===== config.mk =====
export PLATFORM = sky130hd
export DESIGN_NAME = keypad_scanner
export DESIGN_NICKNAME = d
export VERILOG_FILES = /design/src/rtl/keypad_pkg.sv /design/src/rtl/key_event_fifo.sv /design/src/rtl/keypad_scanner.sv
export SDC_FILE = /design/constraint.sdc
export NUM_CORES = 1
export LEC_CHECK = 0
export BUFFER_PORTS_ARGS = -buffer_cell sky130_fd_sc_hd__buf_2
export CORE_MARGIN = 1
export CORE_UTILIZATION = 61
export CTS_CLUSTER_SIZE = 14
export DETAILED_ROUTE_END_ITERATION = 16
export PLACE_DENSITY = 0.8
export SETUP_SLACK_MARGIN = 0.15
export SLEW_MARGIN = 20
export SYNTH_ARGS = -nofsm -noshare
export SYNTH_HDL_FRONTEND = slang
export SYNTH_HIERARCHICAL = 1
export SYNTH_SLANG_ARGS = --single-unit

===== constraint.sdc =====
create_clock -name clk -period 5.7 [get_ports clk]
set_clock_uncertainty 0.05 [all_clocks]
set_input_delay 1.14 -clock clk [delete_from_list [all_inputs] [get_ports clk]]
set_output_delay 1.14 -clock clk [all_outputs]
set_load 0.03 [all_outputs]

===== src/rtl/keypad_pkg.sv =====
// Shared types for the matrix keypad scanner: scan FSM states and the
// press/release kind carried by each queued key event.
package keypad_pkg;

  // Scan FSM: hold one column low to let the lines settle, then walk the rows.
  typedef enum logic {
    SETTLE = 1'b0,
    EVAL   = 1'b1
  } scan_state_e;

  // Kind of a debounced transition as stored in the event FIFO.
  typedef enum logic {
    KEV_RELEASE = 1'b0,
    KEV_PRESS   = 1'b1
  } kev_kind_e;

endpackage


===== src/rtl/key_event_fifo.sv =====
// First-word fall-through event FIFO for the keypad scanner.
// The head word is visible on pop_data whenever empty is low. A push into a
// full FIFO is accepted only if a pop happens in the same cycle; otherwise it
// is discarded and drop pulses for one cycle.
module key_event_fifo #(
  parameter int DATA_W = 5,
  parameter int DEPTH  = 8
) (
  input  logic              clk,
  input  logic              rst,
  input  logic              push,
  input  logic [DATA_W-1:0] push_data,
  output logic              full,
  input  logic              pop,
  output logic [DATA_W-1:0] pop_data,
  output logic              empty,
  output logic              drop
);

  localparam int PTR_W = $clog2(DEPTH);

  logic [DATA_W-1:0] mem [DEPTH];
  logic [PTR_W-1:0]  wr_ptr;
  logic [PTR_W-1:0]  rd_ptr;
  logic [PTR_W:0]    count;
  logic              do_push;
  logic              do_pop;

  assign empty    = (count == '0);
  assign full     = (count == (PTR_W+1)'(DEPTH));
  assign do_pop   = pop && !empty;
  assign do_push  = push && (!full || do_pop);
  assign drop     = push && full && !do_pop;
  assign pop_data = mem[rd_ptr];

  // Pointer and occupancy bookkeeping; pointers wrap naturally (DEPTH is 2^n).
  always_ff @(posedge clk or negedge rst) begin
    if (!rst) begin
      wr_ptr <= '0;
      rd_ptr <= '0;
      count  <= '0;
    end else begin
      // NOTE: sequential state is updated with non-blocking assignments so every
      // flop samples the pre-edge values regardless of statement order.
      if (do_push) wr_ptr <= wr_ptr + PTR_W'(1);
      if (do_pop)  rd_ptr <= rd_ptr + PTR_W'(1);
      unique case ({do_push, do_pop})
        2'b10:   count <= count + (PTR_W+1)'(1);
        2'b01:   count <= count - (PTR_W+1)'(1);
        default: count <= count;
      endcase
    end
  end

  // Event storage.
  // NOTE: the storage array has no reset; occupancy is tracked by count, so
  // stale words are never presented and the array can map to plain RAM.
  always_ff @(posedge clk) begin
    if (do_push) mem[wr_ptr] <= push_data;
  end

endmodule


===== src/rtl/keypad_scanner.sv =====
// Matrix keypad scanner with per-key debouncing and a key event FIFO.
// One column is driven low at a time; after SETTLE_CYC cycles each row of
// that column is evaluated on its own cycle. A key's debounced state flips
// after DB_FRAMES consecutive frames that disagree with it.
// Build option: define KEYPAD_RELEASE_EVENT_EN to queue release events as
// well as press events; otherwise only presses are queued and ev_press is 1.
module keypad_scanner
  import keypad_pkg::*;
#(
  parameter int ROWS       = 4,
  parameter int COLS       = 4,
  parameter int SETTLE_CYC = 16,
  parameter int DB_FRAMES  = 4,
  parameter int FIFO_DEPTH = 8
) (
  input  logic                 clk,
  input  logic                 rst,
  input  logic [ROWS-1:0]      row,
  output logic [COLS-1:0]      col,
  output logic [ROWS*COLS-1:0] keys,
  output logic                 ev_valid,
  input  logic                 ev_ready,
  output logic [((ROWS*COLS > 1) ? $clog2(ROWS*COLS) : 1)-1:0] ev_code,
  output logic                 ev_press,
  output logic                 ovf,
  input  logic                 ovf_clr
);

  localparam int NKEYS  = ROWS * COLS;
  localparam int CODE_W = (NKEYS > 1) ? $clog2(NKEYS) : 1;
  localparam int CNT_W  = $clog2(DB_FRAMES + 1);
  localparam int SET_W  = $clog2(SETTLE_CYC);
  localparam int ROW_W  = (ROWS > 1) ? $clog2(ROWS) : 1;
  localparam int COL_W  = (COLS > 1) ? $clog2(COLS) : 1;
`ifdef KEYPAD_RELEASE_EVENT_EN
  localparam int EV_W   = CODE_W + 1;
`else
  localparam int EV_W   = CODE_W;
`endif

  logic [ROWS-1:0]   row_meta;
  logic [ROWS-1:0]   row_sync;
  scan_state_e       state_q, state_d;
  logic              run_q;
  logic [COL_W-1:0]  col_idx_q, col_idx_d;
  logic [ROW_W-1:0]  row_idx_q, row_idx_d;
  logic [SET_W-1:0]  settle_q, settle_d;
  logic [COLS-1:0]   col_d;
  logic [CNT_W-1:0]  db_cnt_q [NKEYS];
  logic [NKEYS-1:0]  keys_q;
  logic [CODE_W-1:0] key_idx;
  logic              raw;
  logic [CNT_W-1:0]  cnt_inc;
  logic              differ;
  logic              flip;
  logic              ev_push;
  logic [EV_W-1:0]   push_data;
  logic [EV_W-1:0]   pop_data;
  logic              fifo_full;
  logic              fifo_empty;
  logic              fifo_drop;

  // Two-flop synchronizer on the raw row lines (idle level is high).
  always_ff @(posedge clk or negedge rst) begin
    if (!rst) begin
      row_meta <= '1;
      row_sync <= '1;
    end else begin
      row_meta <= row;
      row_sync <= row_meta;
    end
  end

  // Scan FSM next state; the column drive is derived from the next column
  // index so col only moves on the edge that enters SETTLE.
  always_comb begin
    // NOTE: every output of this block gets a default first, so no path can
    // leave a variable unassigned and infer a latch.
    state_d   = state_q;
    col_idx_d = col_idx_q;
    row_idx_d = row_idx_q;
    settle_d  = settle_q;
    if (run_q) begin
      unique case (state_q)
        SETTLE: begin
          if (settle_q == SET_W'(SETTLE_CYC - 1)) begin
            settle_d = '0;
            state_d  = EVAL;
          end else begin
            settle_d = settle_q + SET_W'(1);
          end
        end
        EVAL: begin
          if (row_idx_q == ROW_W'(ROWS - 1)) begin
            row_idx_d = '0;
            state_d   = SETTLE;
            col_idx_d = (col_idx_q == COL_W'(COLS - 1)) ? '0 : col_idx_q + COL_W'(1);
          end else begin
            row_idx_d = row_idx_q + ROW_W'(1);
          end
        end
        default: ;
      endcase
    end
    col_d            = '1;
    col_d[col_idx_d] = 1'b0;
  end

  // Scan FSM registers. run_q spends the first post-reset edge driving
  // column 0 so the first column settles for the full SETTLE_CYC.
  always_ff @(posedge clk or negedge rst) begin
    if (!rst) begin
      state_q   <= SETTLE;
      run_q     <= 1'b0;
      col_idx_q <= '0;
      row_idx_q <= '0;
      settle_q  <= '0;
      col       <= '1;
    end else begin
      state_q   <= state_d;
      run_q     <= 1'b1;
      col_idx_q <= col_idx_d;
      row_idx_q <= row_idx_d;
      settle_q  <= settle_d;
      col       <= col_d;
    end
  end

  // Debounce decision for the key addressed by the current EVAL cycle.
  always_comb begin
    key_idx = CODE_W'(row_idx_q) * CODE_W'(COLS) + CODE_W'(col_idx_q);
    raw     = ~row_sync[row_idx_q];
    cnt_inc = db_cnt_q[key_idx] + CNT_W'(1);
    differ  = (state_q == EVAL) && (raw != keys_q[key_idx]);
    flip    = differ && (cnt_inc == CNT_W'(DB_FRAMES));
`ifdef KEYPAD_RELEASE_EVENT_EN
    ev_push = flip;
`else
    ev_push = flip && raw;
`endif
  end

  // Per-key debounce counters and debounced key bitmap.
  always_ff @(posedge clk or negedge rst) begin
    if (!rst) begin
      keys_q <= '0;
      for (int i = 0; i < NKEYS; i++) db_cnt_q[i] <= '0;
    end else if (state_q == EVAL) begin
      if (!differ) begin
        db_cnt_q[key_idx] <= '0;
      end else if (flip) begin
        db_cnt_q[key_idx] <= '0;
        keys_q[key_idx]   <= raw;
      end else begin
        db_cnt_q[key_idx] <= cnt_inc;
      end
    end
  end

  assign keys = keys_q;

`ifdef KEYPAD_RELEASE_EVENT_EN
  kev_kind_e push_kind;
  assign push_kind = raw ? KEV_PRESS : KEV_RELEASE;
  assign push_data = {key_idx, push_kind};
  assign ev_code   = pop_data[EV_W-1:1];
  assign ev_press  = pop_data[0];
`else
  assign push_data = key_idx;
  assign ev_code   = pop_data;
  assign ev_press  = KEV_PRESS;
`endif

  key_event_fifo #(
    .DATA_W (EV_W),
    .DEPTH  (FIFO_DEPTH)
  ) u_fifo (
    .clk       (clk),
    .rst       (rst),
    .push      (ev_push),
    .push_data (push_data),
    .full      (fifo_full),
    .pop       (ev_ready),
    .pop_data  (pop_data),
    .empty     (fifo_empty),
    .drop      (fifo_drop)
  );

  assign ev_valid = !fifo_empty;

  // Sticky overflow flag; a clear in the same cycle as a drop wins.
  always_ff @(posedge clk or negedge rst) begin
    if (!rst)            ovf <= 1'b0;
    else if (ovf_clr)    ovf <= 1'b0;
    else if (fifo_drop)  ovf <= 1'b1;
  end

  // A dropped event can only come from a full FIFO.
  drop_needs_full: assert property (@(posedge clk) disable iff (!rst) fifo_drop |-> fifo_full);

endmodule

After elaboration in Yosys (flattened, before gate mapping)
Memory sizes are Yosys's and may differ from the RTL's.
Cells that the tools add are included.
{ "word_totals": {"ff_bits": 97, "mem_bits_rw": 32, "n_memories": 1, "input_bits": 8, "word_cells": 111, "output_inout_bits": 27} }
{ "classes": {"bitwise": 6, "addsub": 9, "n_eq_ne": 8, "order_cmp": 7, "n_mux": 31, "n_reduce_logical": 20} }
{ "memory_table": {"columns": ["memory", "words", "word_bits", "read_ports", "rd_clocked_by_memory_dff", "wr", "line", "rtl"], "rows": [
  ["u_fifo.mem", 8, 4, 1, 0, 1, "key_event_fifo.sv:22", "logic [DATA_W-1:0] mem [DEPTH];"]
]} }
{ "ops": {"columns": ["operator", "count"], "rows": [
  ["48-bit two-way mux", 2],
  ["48-bit AND", 1],
  ["48-bit bitwise mux", 1],
  ["48-bit NOT", 1],
  ["16-bit bitwise mux", 1],
  ["3-bit binary-select mux with 4-bit select", 1],
  ["3-bit demux with 4-bit select", 1],
  ["1-bit logical AND", 10],
  ["1-bit two-way mux", 10],
  ["2-bit two-way mux", 5],
  ["3-bit by 1-bit adder with 3-bit output, second input constant", 3],
  ["3-bit two-way mux", 3],
  ["4-bit by 1-bit adder with 4-bit output, second input constant", 2],
  ["4-bit == test, second input constant", 2],
  ["4-bit case mux with 2 select lines", 1],
  ["2-bit == test, second input constant", 3],
  ["2-bit by 3-bit less-than comparator with 1-bit output, second input constant", 2],
  ["5-bit greater-or-equal comparator, second input constant", 1],
  ["4-bit by 5-bit less-than comparator with 1-bit output, second input constant", 1],
  ["5-bit by 1-bit less-than comparator with 1-bit output, second input constant", 1],
  ["4-bit NOT with 5-bit output", 1],
  ["2-bit by 1-bit adder with 2-bit output, second input constant", 2],
  ["4-bit by 2-bit adder with 4-bit output", 1],
  ["1-bit binary-select mux with 4-bit select", 1],
  ["19 further kinds", 24]
]} }

Longest topological paths before layout
{ "logic_depth": {"depth_word": 13, "ltp_mapped": 20, "mapped_depth_nobuf": 17} }

By module
Netlist, hierarchy kept.
{ "modules_own_cells": {"columns": ["mod", "area_per_inst_um2", "seq_area_each_um2", "n_inst", "cells_each"], "rows": [
  ["keypad_scanner", 4216.5, 2192.1, 1, 369],
  ["key_event_fifo", 1809.2, 1211.2, 1, 108]
]} }

Worst setup path after synthesis
OpenSTA, ideal clock, no wires.
{ "synth_path": {"path_type": "reg-to-reg", "start": "reg col_idx_q[0]", "end": "reg u_fifo.count[2]", "arrival_ps": 4326, "n_path_buf": 3, "synth_period_minus_slack_ps": 4502, "path_stages_with_launch": 19, "setup_time_ps": 126, "slack_ps": 1198, "required_ps": 5524, "path_cell_list": "dfrtp_1 > clkbuf_1 > buf_1 > mux4_2 > mux4_2 > inv_1 > ha_1 > clkbuf_1 > nand2_1 > nor3_1 > o21a_4 > clkinv_4 > ha_1 > xor2_1 > ha_1 > a21oi_1 > xor2_1 > nor2_1 > xor2_1"} }
{ "synth_via": {"elab_chain_len": 12, "elab_cells_between_ends": 18, "classes_between": "2 x add/sub; 4 x eq/ne; 6 x mux; 1 x bitwise; 5 x reduce/logical"} }
{ "synth_lines": {"columns": ["item", "line", "rtl"], "rows": [
  ["from (decl)", "keypad_scanner.sv:45", "logic [COL_W-1:0] col_idx_q, col_idx_d;"],
  ["from (signal assigned)", "keypad_scanner.sv:122", "col_idx_q <= col_idx_d;"],
  ["4-bit by 2-bit adder with 4-bit output *", "keypad_scanner.sv:131", "key_idx = CODE_W'(row_idx_q) * CODE_W'(COLS) + CODE_W'(col_idx_q);"],
  ["4-bit NOT with 5-bit output (not written as such)", "keypad_scanner.sv:133", "cnt_inc = db_cnt_q[key_idx] + CNT_W'(1);"],
  ["3-bit binary-select mux with 4-bit select", "keypad_scanner.sv:133", null],
  ["3-bit two-way mux (not written as such) (2 in series)", "keypad_scanner.sv:133", null],
  ["3-bit by 1-bit adder with 3-bit output", "keypad_scanner.sv:133", null],
  ["3-bit == test", "keypad_scanner.sv:135", "flip = differ && (cnt_inc == CNT_W'(DB_FRAMES));"],
  ["1-bit logical AND *", "keypad_scanner.sv:135", null],
  ["1-bit logical AND *", "keypad_scanner.sv:139", "ev_push = flip && raw;"],
  ["via ev_push", "keypad_scanner.sv:56", "logic ev_push;"],
  ["1-bit logical AND *", "key_event_fifo.sv:32", "assign do_push = push && (!full || do_pop);"],
  ["2-bit by 1-bit == test with 1-bit output or 2-bit == test (tied branches)", "key_event_fifo.sv:47", "unique case ({do_push, do_pop})"],
  ["4-bit case mux with 2 select lines or 2-bit nonzero test (tied branches)", null, null],
  ["to (signal assigned)", "key_event_fifo.sv:48", "2'b10: count <= count + (PTR_W+1)'(1);"],
  ["to (signal assigned)", "key_event_fifo.sv:49", "2'b01: count <= count - (PTR_W+1)'(1);"],
  ["to (signal assigned)", "key_event_fifo.sv:50", "default: count <= count;"],
  ["to (decl)", "key_event_fifo.sv:25", "logic [PTR_W:0] count;"]
]} }
Mark *: on every way through the listed nets, which the timed path passes. The rest lies on a longest branch. The select of a mux whose other input is x is not followed.
A chain may end at the register's enable or synchronous reset.

Worst setup path after layout
{ "layout_path": {"start": "reg col_idx_q[0]", "end": "reg u_fifo.count[3]"} }
Same word-level chain as after synthesis.

==> impl_metrics.env <==
export IMPL_path_cells="mux4_2, mux4_2, inv_1, ha_1, nand2_1, nor3_1, o21a_4, clkinv_4, ha_1, nand3b_1, a2111oi_0, nor3_1, xnor2_1"
export IMPL_critPathKind="reg -> reg"
export IMPL_max_cap_viol_count=0
export IMPL_area_growth_synth_to_final_pct=13.0
export IMPL_post_route_drc_count=0
export IMPL_hpwl_mm=8.58
export IMPL_wirelength_mm=13.3
export IMPL_antenna_left=0
export IMPL_fin_crit_sh_pct=83.5
export IMPL_viasPerCell=6.56
export IMPL_num_rows=35
export IMPL_critPathSlowestCell="dfrtp_1"
export IMPL_die_area_sq_um=10300
export IMPL_max_freq_ghz=0.210
export IMPL_p_sw_share_pct=38.3
export IMPL_cts_tree="built"
export IMPL_comb_power_share_pct=32.8
export IMPL_arrival_ns=5.10
export IMPL_clock_root_buffer="clkbuf_8"
export IMPL_max_slew_margin_rel_pct=35.0
export IMPL_drive_gt1_share_pct=23.9
export IMPL_path_clk_slew_ns=0.06
export IMPL_p_seq_share_pct=38.2
export IMPL_outcome="finished clean"
export IMPL_cts_htree_levels=4
export IMPL_cts_hold_buffers=0
export IMPL_grt_pass1_vias=4199
export IMPL_syn_cell_area_sq_um=6020
export IMPL_p_int_w=0.00210
export IMPL_fin_nets=530
export IMPL_yosysWarningCount=6
export IMPL_first_pass_iters=6
export IMPL_max_stage_delay_ns=0.93
export IMPL_multi_input_area_sq_um=2430
export IMPL_finalCriticalPeriod_ns=4.76
export IMPL_drtIter0Drc=429
export IMPL_setup_viol=0
export IMPL_die_w_um=101
export IMPL_routabilityCongestion=0.961
export IMPL_numClockSinks=129
export IMPL_finalMaxSlewViolations=0
export IMPL_start_util_pct=64.0
export IMPL_grt_usage_pct=28.9
export IMPL_pin_count=35
export IMPL_hp_class="reg -> reg"
export IMPL_port_buffers=33
export IMPL_via_count=4250
export IMPL_finalHoldViolations=0
export IMPL_diodes=0
export IMPL_tns_ns=0
export IMPL_syn_inst=476
export IMPL_antenna_found_initial=0
export IMPL_cts_buffers=17
export IMPL_rsz0062_at_grt="no"
export IMPL_power_w=0.00341
export IMPL_die_y_um=101
export IMPL_peakVddDrop_mv=0.351
export IMPL_crit_path_start_kind="flip-flop"
export IMPL_ctsResizeCount=0
export IMPL_worst_pin_slew_ns=0.965
export IMPL_cts_buffer_depth=2
export IMPL_fp_coreArea_sq_um=9420
export IMPL_leakagePower_nw=2.77
export IMPL_nFillCells=588
export IMPL_clock_latency_ns=0.51
export IMPL_clockPowerShare_pct=29.0
export IMPL_powerDensity_nw_per_um2=501
export IMPL_postCtsSetupBuffers=0
export IMPL_crit_required_ns=6.05
export IMPL_critPathCaptureType="flip-flop"
export IMPL_crit_fanout=17
export IMPL_overflow=0
export IMPL_seq_area_sq_um=3400
export IMPL_grt_max_degree=62
export IMPL_syn_area_per_cell_sq_um=12.7
export IMPL_wl_per_cell_um=20.6
export IMPL_switching_power_w=0.00130
export IMPL_grt_pass1_wl_mm=21.9
[cells in the final DEF (no fill, tap or decap), drive strengths merged, types with 2 or more instances in the layout]
master and count:
a21oi 15, a32o 16, xnor2 9, nand2 55, o31ai 32, nand3b 2
clkinvlp 2, mux2 10, dfrtp 85, nor3 7, edfxtp 32, xor2 3
nand3 22, dfstp 12, buf 38, nor4 3, inv 13, mux4 28
and3 4, nor2b 4, o21ai 33, clkbuf 22, ha 16, nor2 24
nand4 2, conb 2, nand2b 5, clkinv 7, a31oi 5, mux2i 3
[power groups by stage]
stage | logic, W | registers [W] | clock network (W)
CTS | 0.00111 | 0.00130 | 0.000994
global route | 0.00121 | 0.00133 | 0.00103
finish | 0.00112 | 0.00130 | 0.000987
detailed placement | 0.00109 | 0.00132 | 0
global placement | 0.00106 | 0.00131 | 0
floorplan | 0.000921 | 0.00126 | 0
[flip-flops by register name (all words and copies together) (netlist names)]
| signal | flops |
|---|---|
| db_cnt_q | 48 |
| u_fifo/wr_ptr | 3 |
| row_sync | 4 |
| u_fifo/rd_ptr | 3 |
| keys | 16 |
| col | 4 |
| state_q | 1 |
| u_fifo/mem | 32 |
| u_fifo/count | 4 |
| settle_q | 4 |
| ovf | 1 |
| row_idx_q | 2 |
| run_q | 1 |
| row_meta | 4 |
| col_idx_q | 2 |
[metal layers]
metal / part of all wire, % / up-vias / track usage [%]
met2: 48 / 243 / 44.8
met3: 8.3 / 31 / 5.87
li1: - / 1844 / -
met5: 0 / - / 0
met4: 2.3 / 0 / 10.8
met1: 41 / 2132 / 41.0
[path summary, 6_finish.rpt]
| check | startpoint | endpoint | slack, ns | depth (start not counted) |
|---|---|---|---|---|
| min reg2reg | row_meta[1] | row_sync[1] | 0.31 | 0 |
| min in group asynchronous | rst | u_fifo/rd_ptr[2] | 0.53 | 1 |
| max | col_idx_q[0] | u_fifo/count[3] | 0.94 | 13 |
| min | row_meta[1] | row_sync[1] | 0.31 | 0 |
| max in group asynchronous | rst | run_q | 3.93 | 2 |
| max reg2reg | col_idx_q[0] | u_fifo/count[3] | 0.94 | 13 |
[critical path, delay by kind of cell (launching register included)]
family                     cells  cell delay (ns)
AOI/OAI and AO/OA              2             0.80
xor gates and xnor gates       1             0.15
adders and majority gates      2             0.70
buffers and inverters          2             0.17
DFF                            1             0.93
muxes                          2             1.09
and+or+nand+nor                4             0.76
[metrics by stage]
stage | util [%] | cell area, sq um | std cells | hold WS (ns) | worst slack, ns
after floorplan | - | 6030 | 477 | 0.295 | 1.20
after global routing | 72.3 | 6800 | 648 | 0.313 | 0.543
after global placement | 66.4 | 6250 | 616 | 0.296 | 1.40
after detailed placement | 66.4 | 6250 | 616 | 0.297 | 1.19
after CTS | 72.3 | 6800 | 648 | 0.306 | 1.05
final | 72.3 | 6800 | 648 | 0.306 | 0.943
[final cells by class]
class | instances | share of cell area (%)
inverters | 12 | 0.736
multi-input cells | 308 | 35.8
well taps | 129 | 2.37
repair buffers | 38 | 3.02
flip-flops and latches | 129 | 50.0
clock inverters | 10 | 1.08
clock buffers | 22 | 6.99
No activity file was read; power rests on OpenSTA's default activity.
